<file path="config.mk">
export PLATFORM = sky130hd
export DESIGN_NAME = gcd_sequencer
export DESIGN_NICKNAME = d
export VERILOG_FILES = /design/src/rtl/gcd_pkg.sv /design/src/rtl/gcd_pair_fifo.sv /design/src/rtl/gcd_sequencer.sv
export SDC_FILE = /design/constraint.sdc
export NUM_CORES = 1
export LEC_CHECK = 0
export ABC_CLOCK_PERIOD_IN_PS = 5800
export BUFFER_PORTS_ARGS = -buffer_cell sky130_fd_sc_hd__buf_2
export CAP_MARGIN = 20
export CORE_ASPECT_RATIO = 1.4
export CORE_MARGIN = 1.5
export CORE_UTILIZATION = 35
export DETAILED_ROUTE_END_ITERATION = 16
export GPL_ROUTABILITY_DRIVEN = 0
export PLACE_DENSITY_LB_ADDON = 0.2
export SLEW_MARGIN = 20
export SYNTH_ARGS = -nofsm -noshare
export SYNTH_HDL_FRONTEND = slang
export SYNTH_HIERARCHICAL = 1
export SYNTH_SLANG_ARGS = --single-unit
</file>
<file path="constraint.sdc">
create_clock -name clk -period 5.8 [get_ports clk]
set_clock_uncertainty 0.15 [all_clocks]
set_input_delay 1.16 -clock clk [delete_from_list [all_inputs] [get_ports clk]]
set_output_delay 1.16 -clock clk [all_outputs]
set_load 0.1 [all_outputs]
</file>
<file path="src/rtl/gcd_pkg.sv">
// Shared types and defaults for the GCD sequencer slice.
// sat_inc16 exists only when GCD_SEQ_CYCLE_COUNT_EN is defined.
package gcd_pkg;

   localparam int unsigned GcdWidthDefault = 8;
   localparam int unsigned GcdDepthDefault = 4;

   typedef enum logic [1:0] {
      StIdle,
      StIssue,
      StWait,
      StHold
   } gcd_state_e;

`ifdef GCD_SEQ_CYCLE_COUNT_EN
   function automatic logic [15:0] sat_inc16(input logic [15:0] v);
      return (v == 16'hFFFF) ? v : v + 16'd1;
   endfunction
`endif

endpackage

</file>
<file path="src/rtl/gcd_pair_fifo.sv">
// Operand-pair FIFO. Pointers carry one extra wrap bit to tell full from empty.
module gcd_pair_fifo #(
   parameter int unsigned DW    = 16,
   parameter int unsigned DEPTH = 4
) (
   input  logic          clk,
   input  logic          nrst,
   input  logic          push,
   input  logic [DW-1:0] wdata,
   input  logic          pop,
   output logic [DW-1:0] rdata,
   output logic          full,
   output logic          empty
);

   localparam int unsigned AW = $clog2(DEPTH);
   localparam logic [AW:0] PtrOne = (AW + 1)'(1);

   logic [AW:0]   wptr_q, rptr_q;
   logic [DW-1:0] mem_q [DEPTH];
   logic          push_en, pop_en;

   assign empty   = (wptr_q == rptr_q);
   assign full    = (wptr_q[AW] != rptr_q[AW]) && (wptr_q[AW-1:0] == rptr_q[AW-1:0]);
   assign push_en = push && !full;
   assign pop_en  = pop && !empty;
   assign rdata   = mem_q[rptr_q[AW-1:0]];

   always_ff @(posedge clk) begin
      if (!nrst) begin
         wptr_q <= '0;
         rptr_q <= '0;
      end else begin
         if (push_en) wptr_q <= wptr_q + PtrOne;
         if (pop_en)  rptr_q <= rptr_q + PtrOne;
      end
   end

   // Storage needs no reset: the pointers alone define what is valid.
   always_ff @(posedge clk) begin
      if (push_en) mem_q[wptr_q[AW-1:0]] <= wdata;
   end

endmodule

</file>
<file path="src/rtl/gcd_sequencer.sv">
// Queues operand pairs, feeds them to an external GCD core and holds each result for pop.
// Define GCD_SEQ_CYCLE_COUNT_EN to add the res_cycles latency output.
module gcd_sequencer
   import gcd_pkg::*;
#(
   parameter int unsigned WIDTH = GcdWidthDefault,
   parameter int unsigned DEPTH = GcdDepthDefault
) (
   input  logic             clk,
   input  logic             nrst,
   input  logic             in_valid,
   output logic             in_ready,
   input  logic [WIDTH-1:0] in_a,
   input  logic [WIDTH-1:0] in_b,
   output logic             gcd_start,
   output logic [WIDTH-1:0] gcd_ina,
   output logic [WIDTH-1:0] gcd_inb,
   input  logic             gcd_ready,
   input  logic [WIDTH-1:0] gcd_out,
   output logic             res_valid,
   input  logic             res_ready,
   output logic [WIDTH-1:0] res_gcd
`ifdef GCD_SEQ_CYCLE_COUNT_EN
   ,
   output logic [15:0]      res_cycles
`endif
);

   gcd_state_e         state_q;
   logic               wait_first_q;
   logic [2*WIDTH-1:0] head;
   logic [WIDTH-1:0]   head_a, head_b;
   logic               fifo_full, fifo_empty;
   logic               bypass, pop, capture;

   gcd_pair_fifo #(
      .DW    (2 * WIDTH),
      .DEPTH (DEPTH)
   ) u_fifo (
      .clk   (clk),
      .nrst  (nrst),
      .push  (in_valid),
      .wdata ({in_a, in_b}),
      .pop   (pop),
      .rdata (head),
      .full  (fifo_full),
      .empty (fifo_empty)
   );

   assign in_ready = !fifo_full;
   assign head_a   = head[2*WIDTH-1:WIDTH];
   assign head_b   = head[WIDTH-1:0];
   // The core never finishes on a zero operand, so such pairs skip it.
   assign bypass   = (head_a == '0) || (head_b == '0);
   assign pop      = (state_q == StIdle) && !fifo_empty && (bypass || gcd_ready);
   // The core may still show the previous ready in the first WAIT cycle.
   assign capture  = (state_q == StWait) && !wait_first_q && gcd_ready;

   always_ff @(posedge clk) begin
      if (!nrst) begin
         state_q      <= StIdle;
         wait_first_q <= 1'b0;
         gcd_start    <= 1'b0;
         gcd_ina      <= '0;
         gcd_inb      <= '0;
         res_valid    <= 1'b0;
         res_gcd      <= '0;
      end else begin
         gcd_start <= 1'b0;
         case (state_q)
            StIdle: begin
               if (pop) begin
                  if (bypass) begin
                     res_gcd   <= head_a | head_b;
                     res_valid <= 1'b1;
                     state_q   <= StHold;
                  end else begin
                     gcd_ina   <= head_a;
                     gcd_inb   <= head_b;
                     gcd_start <= 1'b1;
                     state_q   <= StIssue;
                  end
               end
            end
            StIssue: begin
               wait_first_q <= 1'b1;
               state_q      <= StWait;
            end
            StWait: begin
               wait_first_q <= 1'b0;
               if (capture) begin
                  res_gcd   <= gcd_out;
                  res_valid <= 1'b1;
                  state_q   <= StHold;
               end
            end
            StHold: begin
               if (res_ready) begin
                  res_valid <= 1'b0;
                  state_q   <= StIdle;
               end
            end
            default: state_q <= StIdle;
         endcase
      end
   end

`ifdef GCD_SEQ_CYCLE_COUNT_EN
   logic [15:0] cyc_q;

   // cyc_q counts the ISSUE cycle plus each WAIT cycle before the capture edge.
   always_ff @(posedge clk) begin
      if (!nrst) begin
         cyc_q      <= '0;
         res_cycles <= '0;
      end else begin
         case (state_q)
            StIdle:  if (pop && bypass) res_cycles <= '0;
            StIssue: cyc_q <= 16'd1;
            StWait: begin
               if (capture) res_cycles <= sat_inc16(cyc_q);
               else         cyc_q      <= sat_inc16(cyc_q);
            end
            default: ;
         endcase
      end
   end
`endif

endmodule

</file>
==> metrics.md, run 1 <==
| Metric | Value |
|---|---|
| Setup_tns | 0 ns |
| Initial Utilization | 0.360 |
| Critical Path RT | roughly 5.9 ns |
| Final wirelength | approximately 8600 um |
| ANT nets after route | 0 |
| Total GRT Usage | 0.142 |
| Filler cells | approximately 1100 |
| CTS Sinks | 101 |
| Combinational power share | 0.396 |
| NumNets Final | around 400 |
| Final-report hold violation count | 0 |
| Unique masters post-synth | 46 |
| Worst-skew pair later-pin latency | 0.34 ns |
| DRT met1 WL | ~3900 um |
| Vias | ~2600 |
| Core Area | 0.0118 mm^2 |
| CTS Hold Buffers Added | 0 |
| Crit path launch type | flip-flop |
| Synth Register Bits | just over 100 |
| Uppermost layer routed | met4 |
| Diode count | 0 |
| Drt first pass iters | 4 |
| # rows | 47 |
| Number of global-route vias before repair | about 2600 |
| Ys async rst share | 0 |
| Post-synth EDFFs | 64 |
| Max frequency | between 200 and 300 MHz |
| DR WL met3 | roughly 370 um |
| Sw Ratio | 0.421 |
| Worst-Margin Slew | just under 1 ns |
| Leakage power total | 0.00194 uW |
| Synthesized instance count | roughly 300 |
| Yosys top cell by area | edfxtp_1 |
| # resized after CTS | 0 |
| Worst Setup End Kind | flip-flop |
| Max_cap viols | 0 |
| Synth Cell Area | between 0.004 and 0.005 mm^2 |
| Wire per inst | 17.1 um |
| DRT iter0 DRCs | 74 |
| Hold_sp | res_gcd[0]$_SDFFE_PN0P_ |
| First-pass GRT wire length | about 14000 um |
| Final worst slack | 2.27 ns |
| Area Growth Syn to Fin | 16.2% |
| Max clock buf depth | 2 |
| Post-DP HPWL | roughly 6000 um |
| Drt via density | between 5 and 6 |
| Top_reg_cell synth | edfxtp_1 |
| Max FO, Critical Path | 16 |
| DRC Markers | 0 |
| Mapped Nets | between 300 and 400 |
| Place WS | 1.82 ns |
| Chip Height | approximately 130 um |
| Clock slew at reported path FFs | about 0.07 ns |
| Ranking of synthesized cells by area | edfxtp_1, dfxtp_1, mux4_2, mux2i_1, ha_1 |
| Die area | about 0.013 mm^2 |
| Fin crit share | 0.609 |
| Hold Crit Class | flip-flop to flip-flop |
| Crit Path Category | flip-flop to flip-flop |
| Max-slew violation count | 0 |
| Tmin final | ~3.5 ns |
| Most numerous cell in the Yosys netlist | edfxtp_1 |
| PwrDens | 536 mW/mm^2 |
| Kind of cell adding the most delay to the critical path | simple AND/OR/NAND/NOR gates |
| RSZ-0062 raised after global routing | no |
| Htree depth | 3 |
| Root Buffer | clkbuf_16 |
| Critical path arrival | 3.61 ns |
| Ports | between 50 and 60 |
| Horiz. Die Dim | roughly 96 um |
| Commonest cells in the netlist | edfxtp_1, dfxtp_1, mux2i_1 |
| Seq pwr share | 0.373 |
| Buf/Inv on CP | 0 |
| Sequential cell area fraction in the yosys report | 0.625 |
| Antenna violations before repair | 0 |
| CTS tree | built |
| Fraction of layout cells with a size suffix above 1 | 0.258 |
| Slew HR | 0.353 |
| Top-area cell type share of the netlist area | 0.451 |
| Met2 WL | about 4200 um |
| Post-CTS Setup Inserts | 0 |
| Yosys warns | 6 |
| Cell mode on critical path | nand2_1 |
| GR Overflow Total | 0 |
| CTS Buf Count | 9 |
| CP max stage delay | approximately 0.70 ns |
| NetSw | ~1100 uW |
| Maximum VDD drop | about 0.17 mV |
| Largest net degree at the start of global routing | 31 |
| Worst path slowest cell | dfxtp_2 |
| Clock power share | 0.231 |
| Syn Area/Cell | approximately 14 um^2 |
| Final setup vio count | 0 |
| Status | completed |
| CP cell instances | mux4_2 > nor4_1 > nand2_1 > and2_4 > a21boi_0 > nand2_1 > and2_1 > o31a_1 |
| Int Power | 1540 uW |
| Input/output buffers | 55 |
==> power groups by stage <==
stage               clock network (uW)  registers [uW]  logic [uW]
global route                       656            1010        1110
finish                             612             989        1050
floorplan                            0            1440         435
CTS                                626             993        1060
global placement                     0            1010        1050
detailed placement                   0            1010        1060
==> placed cells by master, fill, tap and decap left out, types with 2 or more instances in the layout <==
cell / instances
a211oi_1: 2
clkbuf_16: 10
dfxtp_1: 36
nand4_1: 3
nor3_1: 4
xor2_1: 3
and2_1: 4
a21oi_1: 3
edfxtp_1: 64
o21ai_0: 8
ha_1: 10
inv_1: 11
nand2_1: 18
clkbuf_1: 3
clkinv_1: 2
a41oi_1: 2
nor2_1: 22
a211o_1: 4
nand3b_1: 4
mux2i_1: 27
nor4_1: 3
nand3_1: 3
xnor2_1: 3
a31oi_1: 2
or3_1: 7
mux4_2: 16
buf_2: 55
o211ai_1: 10
==> routing by layer <==
metal	global-route usage	up-vias
met5	0	-
met4	0.0539	0
met3	0.0320	9
met2	0.234	59
met1	0.181	1264
li1	-	1236
==> layout make-up <==
class	count	area, um^2	area share
Timing Repair Buffer	56	287	0.0579
Clock buffer	13	262	0.0528
Inverter	13	48.8	0.00986
Multi-Input combinational cell	171	1460	0.295
Tap cell	147	184	0.0372
Clock inverter	3	43.8	0.00885
Sequential cell	101	2660	0.538
==> stage by stage <==
step | hold slack [ns] | cell area [um^2] | std cells | utilization | power (uW)
2_1_floorplan | 0.318 | 4260 | 297 | - | 1880
3_3_place_gp | 0.292 | 4630 | 487 | 0.392 | 2050
3_5_place_dp | 0.307 | 4640 | 488 | 0.393 | 2060
4_1_cts | 0.316 | 4950 | 504 | 0.419 | 2680
5_1_grt | 0.343 | 4950 | 504 | 0.419 | 2780
6_report | 0.309 | 4950 | 504 | 0.419 | 2650
==> sequential cells by signal, summed over array words and instances, names as in the netlist, named ones only <==
name,count
u_fifo/mem_q,64
state_q,2
res_valid,1
gcd_ina,8
res_gcd,8
u_fifo/rptr_q,3
gcd_start,1
wait_first_q,1
gcd_inb,8
u_fifo/wptr_q,3
==> logic make-up after synthesis <==
family          Yosys count  synth area share
fa+ha+maj                10            0.0294
simple gates             75            0.0878
buf+inv                  25            0.0329
compound gates           37            0.0646
xor+xnor                  6            0.0123
flops                   101             0.625
mux                      43             0.148
==> worst min-delay path, cell delays in order, from the launching register on <==
cell and delay, ns:
dfxtp_1 0.31, nand2_1 0.05, mux2i_1 0.06
==> final timing paths <==
path / endpoint / slack (ns) / cells past startpoint
max: u_fifo/rptr_q[2]$_SDFFE_PN0P_ / 2.27 / 8
min: res_gcd[0]$_SDFFE_PN0P_ / 0.31 / 2
max reg2reg: u_fifo/rptr_q[2]$_SDFFE_PN0P_ / 2.27 / 8
min reg2reg: res_gcd[0]$_SDFFE_PN0P_ / 0.31 / 2
(Power assumes the default switching activity.)
==> run 2, diff against run 1 <==
--- a/config.mk
+++ b/config.mk
@@ -5,7 +5,8 @@
 export SDC_FILE = /design/constraint.sdc
 export NUM_CORES = 1
 export LEC_CHECK = 0
-export ABC_CLOCK_PERIOD_IN_PS = 5800
+export ABC_AREA = 1
+export ABC_CLOCK_PERIOD_IN_PS = 3400
 export BUFFER_PORTS_ARGS = -buffer_cell sky130_fd_sc_hd__buf_2
 export CAP_MARGIN = 20
 export CORE_ASPECT_RATIO = 1.4
==> constraint.sdc (replaced) <==
create_clock -name clk -period 3.4 [get_ports clk]
set_clock_uncertainty 0.15 [all_clocks]
set_input_delay 0.68 -clock clk [delete_from_list [all_inputs] [get_ports clk]]
set_output_delay 0.68 -clock clk [all_outputs]
set_load 0.1 [all_outputs]
==> metrics.md, run 2 <==
| Metric | Value |
|---|---|
| Yosys top cell by area | edfxtp_1 (unchanged) |
| Maximum VDD drop | 0.265 mV (was 0.166 mV) |
| Seq pwr share | 0.344 (was 0.373) |
| GR Overflow Total | 0 (unchanged) |
| Sequential cell area | 0.00266 mm^2 (about the same) |
| Slew HR | 0.511 (was 0.353) |
| Worst Setup End Kind | flip-flop (unchanged) |
| Status | completed (unchanged) |
| Unique masters post-synth | 27 (was 46) |
| DRC Markers | 0 (unchanged) |
| NetSw | 2010 uW (was 1110 uW) |
| Setup_tns | 0 ns (unchanged) |
| Sw Ratio | 0.441 (was 0.421) |
| Max-slew violation count | 0 (unchanged) |
| Hold Crit Class | flip-flop to flip-flop (unchanged) |
| Max FO, Critical Path | 17 (was 16) |
| Most common cell after layout, fill and taps aside | nor2_1 (was edfxtp_1) |
| Synth Cell Area | 0.00435 mm^2 (was 0.00426 mm^2) |
| Place WS | 0.880 ns (was 1.82 ns) |
| Drt first pass iters | 4 (unchanged) |
| PwrDens | 903 mW/mm^2 (was 536 mW/mm^2) |
| ANT nets after route | 0 (unchanged) |
| Core Area | 0.0123 mm^2 (was 0.0118 mm^2) |
| Top-area cell type share of the netlist area | 0.442 (was 0.451) |
| Horiz. Die Dim | 97.2 um (was 96.2 um) |
| Antenna violations before repair | 0 (unchanged) |
| Chip Height | 135 um (was 134 um) |
| Leakage power total | 0.00210 uW (was 0.00194 uW) |
| Initial Utilization | 0.355 (was 0.360) |
| Number of global-route vias before repair | 2937 (was 2607) |
| Synth Register Bits | 101 (unchanged) |
| RSZ-0062 raised after global routing | no (unchanged) |
| Crit Path Category | flip-flop to flip-flop (unchanged) |
| Crit path launch type | flip-flop (unchanged) |
| Worst path slowest cell | dfxtp_1 (was dfxtp_2) |
| Post-DP HPWL | 6250 um (was 6040 um) |
| Max frequency | 398 MHz (was 283 MHz) |
| Post-synth EDFFs | 64 (unchanged) |
| Wire per inst | 14.3 um (was 17.1 um) |
| Max_cap viols | 0 (unchanged) |
| Final-report hold violation count | 0 (unchanged) |
| Worst-Margin Slew | 0.733 ns (was 0.969 ns) |
| Max clock buf depth | 2 (unchanged) |
| CTS Sinks | 101 (unchanged) |
| CP cell instances | inv_2 > o21ai_0 > o22ai_1 > inv_1 > nand2_1 > nor2_1 > nand2_1 > nand2_4 > nand2_4 > nand2_1 > nand2_1 > inv_1 > nand3_1 > nand2_1 > nor2_1 (was mux4_2 > nor4_1 > nand2_1 > and2_4 > a21boi_0 > nand2_1 > and2_1 > o31a_1) |
| CP max stage delay | 0.69 ns (was 0.70 ns) |
| Yosys warns | 6 (unchanged) |
| Tmin final | 2.52 ns (was 3.53 ns) |
| Ranking of synthesized cells by area | edfxtp_1, dfxtp_1, nor2_1, nand2_1, a21oi_1 (was edfxtp_1, dfxtp_1, mux4_2, mux2i_1, ha_1) |
| Most numerous cell in the Yosys netlist | nor2_1 (was edfxtp_1) |
| # resized after CTS | 0 (unchanged) |
| Combinational power share | 0.410 (was 0.396) |
| First-pass GRT wire length | 14700 um (was 13600 um) |
| Int Power | 2550 uW (was 1540 uW) |
| Root Buffer | clkbuf_16 (unchanged) |
| Kind of cell adding the most delay to the critical path | simple AND/OR/NAND/NOR gates (unchanged) |
| Sequential cell area fraction in the yosys report | 0.613 (was 0.625) |
| Most frequent cells in the layout | nor2_1, edfxtp_1, buf_2 (was edfxtp_1, buf_2, dfxtp_1) |
| Max reg flops | 64 (unchanged) |
| Vias | 3075 (was 2568) |
| Worst-skew pair later-pin latency | 0.34 ns (about the same) |
| Commonest cells in the netlist | nor2_1, edfxtp_1, nand2_1 (was edfxtp_1, dfxtp_1, mux2i_1) |
| # rows | 48 (was 47) |
| Ports | 56 (unchanged) |
| Fin crit share | 0.740 (was 0.609) |
| Final wirelength | 9040 um (was 8620 um) |
| Final worst slack | 0.884 ns (was 2.27 ns) |
| Total GRT Usage | 0.143 (was 0.142) |
| Buf/Inv on CP | 3 (was 0) |
| Mapped Nets | 463 (was 336) |
| DRT iter0 DRCs | 121 (was 74) |
| Input/output buffers | 55 (unchanged) |
| Fraction of layout cells with a size suffix above 1 | 0.235 (was 0.258) |
| Diode count | 0 (unchanged) |
| Cell mode on critical path | nand2_1 (unchanged) |
| CTS Buf Count | 9 (unchanged) |
| Die area | 0.0131 mm^2 (was 0.0129 mm^2) |
| NumNets Final | 515 (was 391) |
| Critical path arrival | 2.60 ns (was 3.61 ns) |
| Drt via density | 4.88 (was 5.10) |
| Clock slew at reported path FFs | 0.07 ns (about the same) |
| Area Growth Syn to Fin | 16.1% (was 16.2%) |
| Htree depth | 3 (unchanged) |
| Critical Path RT | 3.48 ns (was 5.88 ns) |
| Final setup vio count | 0 (unchanged) |
| Top_reg_cell synth | edfxtp_1 (unchanged) |
| Synthesized instance count | 424 (was 297) |
| Post-CTS Setup Inserts | 0 (unchanged) |
| Ys async rst share | 0 (unchanged) |
| Largest net degree at the start of global routing | 36 (was 31) |
| Clock power share | 0.246 (was 0.231) |
| CTS tree | built (unchanged) |
| Syn Area/Cell | 10.3 um^2 (was 14.3 um^2) |
| CTS Hold Buffers Added | 0 (unchanged) |
| Multi-input logic area | 0.00141 mm^2 (was 0.00146 mm^2) |
| Filler cells | 1218 (was 1104) |
==> run 2: path summary, 6_finish.rpt <==
kind	start	end	slack [ns]	cells past startpoint
worst min-delay path	res_gcd[4]$_SDFFE_PN0P_	res_gcd[4]$_SDFFE_PN0P_	0.34	2
worst max-delay path	flip-flop	u_fifo/rptr_q[2]$_SDFFE_PN0P_	0.88	15
worst min register to register	res_gcd[4]$_SDFFE_PN0P_	res_gcd[4]$_SDFFE_PN0P_	0.34	2
worst max register to register	flip-flop	u_fifo/rptr_q[2]$_SDFFE_PN0P_	0.88	15
==> run 2: per-stage QoR <==
| step | area, um^2 | hold WS [ns] | power, uW | util | std cells |
|---|---|---|---|---|---|
| 2_1_floorplan | 4350 | 0.351 | 3220 | - | 424 |
| 3_3_place_gp | 4720 | 0.307 | 3460 | 0.385 | 615 |
| 3_5_place_dp | 4720 | 0.317 | 3480 | 0.385 | 615 |
| 4_1_cts | 5040 | 0.336 | 4600 | 0.412 | 630 |
| 5_1_grt | 5040 | 0.365 | 4810 | 0.412 | 630 |
| 6_report | 5040 | 0.338 | 4560 | 0.412 | 630 |
==> run 2: kinds of logic after synthesis <==
logic type                 after synthesis  share of synthesized area
AOI/OAI and AO/OA                      112                      0.145
adders and majority gates               10                     0.0288
buffers and inverters                   58                     0.0622
DFF                                    101                      0.613
and+or+nand+nor                        143                      0.151
==> run 2: power by group through the flow <==
stage | logic [uW] | clock network, uW | registers, uW
after global placement | 1870 | 0 | 1590
after floorplan | 955 | 0 | 2260
after CTS | 1890 | 1140 | 1570
after detailed placement | 1880 | 0 | 1590
final | 1870 | 1120 | 1570
after global routing | 2040 | 1190 | 1590
==> run 2: tightest hold or removal path, delay by kind of cell, from the launching register on <==
kind | cells | cell delay (ns)
DFF | 1 | 0.33
AOI/OAI and AO/OA | 1 | 0.04
and+or+nand+nor | 1 | 0.09
==> run 2: per-layer routing <==
metal | vias to the layer above | track usage | share of wire
met2 | 69 | 0.249 | 0.51
met3 | 6 | 0.0280 | 0.043
met5 | - | 0 | 0
met4 | 0 | 0.0483 | 0.010
met1 | 1448 | 0.177 | 0.44
li1 | 1552 | - | -
==> run 2: area by class of cell <==
| type | instances | share of cell area |
|---|---|---|
| Sequential cell | 101 | 0.528 |
| Multi-Input combinational cell | 265 | 0.280 |
| Timing Repair Buffer | 59 | 0.0605 |
| Clock buffer | 9 | 0.0446 |
| Tap cell | 150 | 0.0372 |
| Inverter | 40 | 0.0298 |
| Clock inverter | 6 | 0.0198 |
==> run 3, diff against run 2 <==
--- a/config.mk
+++ b/config.mk
@@ -5,8 +5,8 @@
 export SDC_FILE = /design/constraint.sdc
 export NUM_CORES = 1
 export LEC_CHECK = 0
-export ABC_AREA = 1
-export ABC_CLOCK_PERIOD_IN_PS = 3400
+export ABC_AREA = 0
+export ABC_CLOCK_PERIOD_IN_PS = 2400
 export BUFFER_PORTS_ARGS = -buffer_cell sky130_fd_sc_hd__buf_2
 export CAP_MARGIN = 20
 export CORE_ASPECT_RATIO = 1.4
==> constraint.sdc (replaced) <==
create_clock -name clk -period 2.4 [get_ports clk]
set_clock_uncertainty 0.15 [all_clocks]
set_input_delay 0.48 -clock clk [delete_from_list [all_inputs] [get_ports clk]]
set_output_delay 0.48 -clock clk [all_outputs]
set_load 0.1 [all_outputs]
==> metrics.md, run 3 (same netlist as run 1, synthesis figures left out) <==
| Metric | Value |
|---|---|
| NumNets Final | 434 (was 515) |
| Worst Setup End Kind | flip-flop (unchanged) |
| Clock slew at reported path FFs | 0.08 ns (was 0.07 ns) |
| Number of global-route vias before repair | 2818 (was 2937) |
| Status | finished with violations (was completed) |
| Sequential cell area | 0.00267 mm^2 (was 0.00266 mm^2) |
| Fin cells | 547 (was 630) |
| NetSw | 2910 uW (was 2010 uW) |
| Int Power | 3870 uW (was 2550 uW) |
| Total GRT Usage | 0.153 (was 0.143) |
| Hold_sp | in_a[0] (was res_gcd[4]$_SDFFE_PN0P_) |
| Initial Utilization | 0.360 (was 0.355) |
| Hold Path End | u_fifo/mem_q[0][8]$_DFFE_PP_ (was res_gcd[4]$_SDFFE_PN0P_) |
| Chip Height | 134 um (was 135 um) |
| Tmin final | 2.56 ns (was 2.52 ns) |
| GR Overflow Total | 0 (unchanged) |
| Worst r2r dst | gcd_ina[7]$_SDFFE_PN0P_ (was u_fifo/rptr_q[2]$_SDFFE_PN0P_) |
| DRT iter0 DRCs | 106 (was 121) |
| # rows | 47 (was 48) |
| Dpl cells | 522 (was 615) |
| Most common cell after layout, fill and taps aside | edfxtp_1 (was nor2_1) |
| Sw Ratio | 0.429 (was 0.441) |
| Flop2flop setup slack | -0.16 ns (was 0.88 ns) |
| Hold Path Depth | 1 (was 2) |
| Critical Path RT | 2.48 ns (was 3.48 ns) |
| DRC Markers | 0 (unchanged) |
| Crit path launch type | flip-flop (unchanged) |
| Failing checks | negative setup slack |
| Max FO, Critical Path | 8 (was 17) |
| Maximum VDD drop | 0.483 mV (was 0.265 mV) |
| DR WL met3 | 453 um (was 385 um) |
| Final worst slack | -0.164 ns (was 0.884 ns) |
| Diode count | 0 (unchanged) |
| Drt first pass iters | 4 (unchanged) |
| PwrDens | 1250 mW/mm^2 (was 903 mW/mm^2) |
| CTS Sinks | 101 (unchanged) |
| Uppermost layer routed | met4 (unchanged) |
| Met2 WL | 4790 um (was 4590 um) |
| Slew HR | 0.408 (was 0.511) |
| Largest net degree at the start of global routing | 23 (was 36) |
| Max_cap viols | 0 (unchanged) |
| Max clock buf depth | 2 (unchanged) |
| Final setup vio count | 28 (was 0) |
| Fraction of layout cells with a size suffix above 1 | 0.370 (was 0.235) |
| Final-report hold violation count | 0 (unchanged) |
| Filler cells | 1064 (was 1218) |
| Worst-Margin Slew | 0.888 ns (was 0.733 ns) |
| Core Area | 0.0118 mm^2 (was 0.0123 mm^2) |
| Crit Path Category | flip-flop to flip-flop (unchanged) |
| Critical path arrival | 2.65 ns (was 2.60 ns) |
| CTS Hold Buffers Added | 0 (unchanged) |
| Fin crit share | 1.07 (was 0.740) |
| ANT nets after route | 0 (unchanged) |
| Area Growth Syn to Fin | 27.9% (was 16.1%) |
| Drt via density | 4.98 (was 4.88) |
| Leakage power total | 0.00221 uW (was 0.00210 uW) |
| Hold Crit Class | primary input to flip-flop (was flip-flop to flip-flop) |
| CTS Buf Count | 9 (unchanged) |
| Post-DP HPWL | 6500 um (was 6250 um) |
| Placed cell areas | 0.00497 mm^2 (was 0.00472 mm^2) |
| Depth of the worst register-to-register path | 10 (was 15) |
| Final wirelength | 9240 um (was 9040 um) |
| RSZ-0062 raised after global routing | yes (was no) |
| Die area | 0.0129 mm^2 (was 0.0131 mm^2) |
| Antenna violations before repair | 0 (unchanged) |
| Place WS | -0.305 ns (was 0.880 ns) |
| Final Instance Area | 0.00545 mm^2 (was 0.00504 mm^2) |
| Most frequent cells in the layout | edfxtp_1, buf_2, dfxtp_1, buf_4, mux2i_1 (was nor2_1, edfxtp_1, buf_2) |
| CTS tree | built (unchanged) |
| Wire per inst | 16.9 um (was 14.3 um) |
| DRT met1 WL | 3890 um (was 3970 um) |
| Htree depth | 3 (unchanged) |
| Max-slew violation count | 0 (unchanged) |
| Vias | 2724 (was 3075) |
| Horiz. Die Dim | 96.2 um (was 97.2 um) |
| Clock power share | 0.212 (was 0.246) |
| First-pass GRT wire length | 14500 um (was 14700 um) |
| Max reg flops | 64 (unchanged) |
| Ports | 56 (unchanged) |
| Worst-skew pair later-pin latency | 0.35 ns (was 0.34 ns) |
| Max frequency | 390 MHz (was 398 MHz) |
| Root Buffer | clkbuf_16 (unchanged) |
| Setup_tns | -2.59 ns (was 0 ns) |
| Combinational power share | 0.441 (was 0.410) |
| Input/output buffers | 55 (unchanged) |
| Multi-input logic area | 0.00154 mm^2 (was 0.00141 mm^2) |
| Seq pwr share | 0.347 (was 0.344) |
run 3: cell count changes in the layout (fill, tap and decap cells not counted), moves of 10 or more:
cell,previous run,this run
a21oi_1,33,2
a21oi_2,12,0
buf_4,4,35
inv_1,29,10
inv_2,11,1
mux2i_1,0,27
mux4_2,0,16
nand2_1,48,18
nand3_1,13,3
nor2_1,66,23
o211ai_1,0,10
o21ai_0,29,6
o21ai_1,20,0
o22ai_1,16,1
run 3: final cells by class:
type	count	share of cell area
Sequential cell	101	0.490
Multi-Input combinational cell	171	0.283
Timing Repair Buffer	99	0.130
Clock buffer	9	0.0413
Tap cell	147	0.0338
Clock inverter	7	0.0136
Inverter	13	0.00896
run 3: layer usage:
metal,vias up,global-route usage
met3,10,0.0342
met5,-,0
met2,70,0.268
li1,1321,-
met4,0,0.0490
met1,1323,0.181
run 3: how the worst max path moves through the flow:
stage              start                             to  slack, ns
5_1_grt        flip-flop  u_fifo/rptr_q[2]$_SDFFE_PN0P_      -0.29
6_report       flip-flop        gcd_ina[7]$_SDFFE_PN0P_      -0.16
3_5_place_dp   flip-flop                      flip-flop      -0.31
2_1_floorplan  flip-flop  u_fifo/rptr_q[2]$_SDFFE_PN0P_      -0.14
3_3_place_gp   flip-flop                      flip-flop      -0.27
4_1_cts        flip-flop         res_valid$_SDFFE_PN0P_      -0.20
run 3: worst max-delay path: stages (launching register included):
cell and delay (ns):
dfxtp_4 0.39, buf_12 0.13, mux4_2 0.54, nor4_4 0.31
nand2_1 0.11, buf_4 0.16, nand4_1 0.12, buf_4 0.15
clkbuf_16 0.15, mux2i_1 0.18, nor2_1 0.05
run 3: through the flow:
stage,power (uW),hold WS (ns),util
floorplan,4570,0.318,-
global placement,5240,0.292,0.420
detailed placement,5260,0.300,0.420
CTS,6820,0.186,0.454
global route,7110,0.188,0.461
finish,6790,0.192,0.461
run 3: power by group through the flow:
stage	clock network (uW)	logic, uW	registers, uW
4_1_cts	1470	3000	2350
3_3_place_gp	0	2860	2390
2_1_floorplan	0	1080	3490
6_report	1440	2990	2360
3_5_place_dp	0	2870	2390
5_1_grt	1540	3170	2400
run 3: what timing repair did:
action	4_1_cts	5_1_grt
resized for setup	7	13
setup buffers	3	5
cloned	1	1
setup endpoints to repair	32	34
pin swaps	1	1
endpoints found under the hold margin	0	0
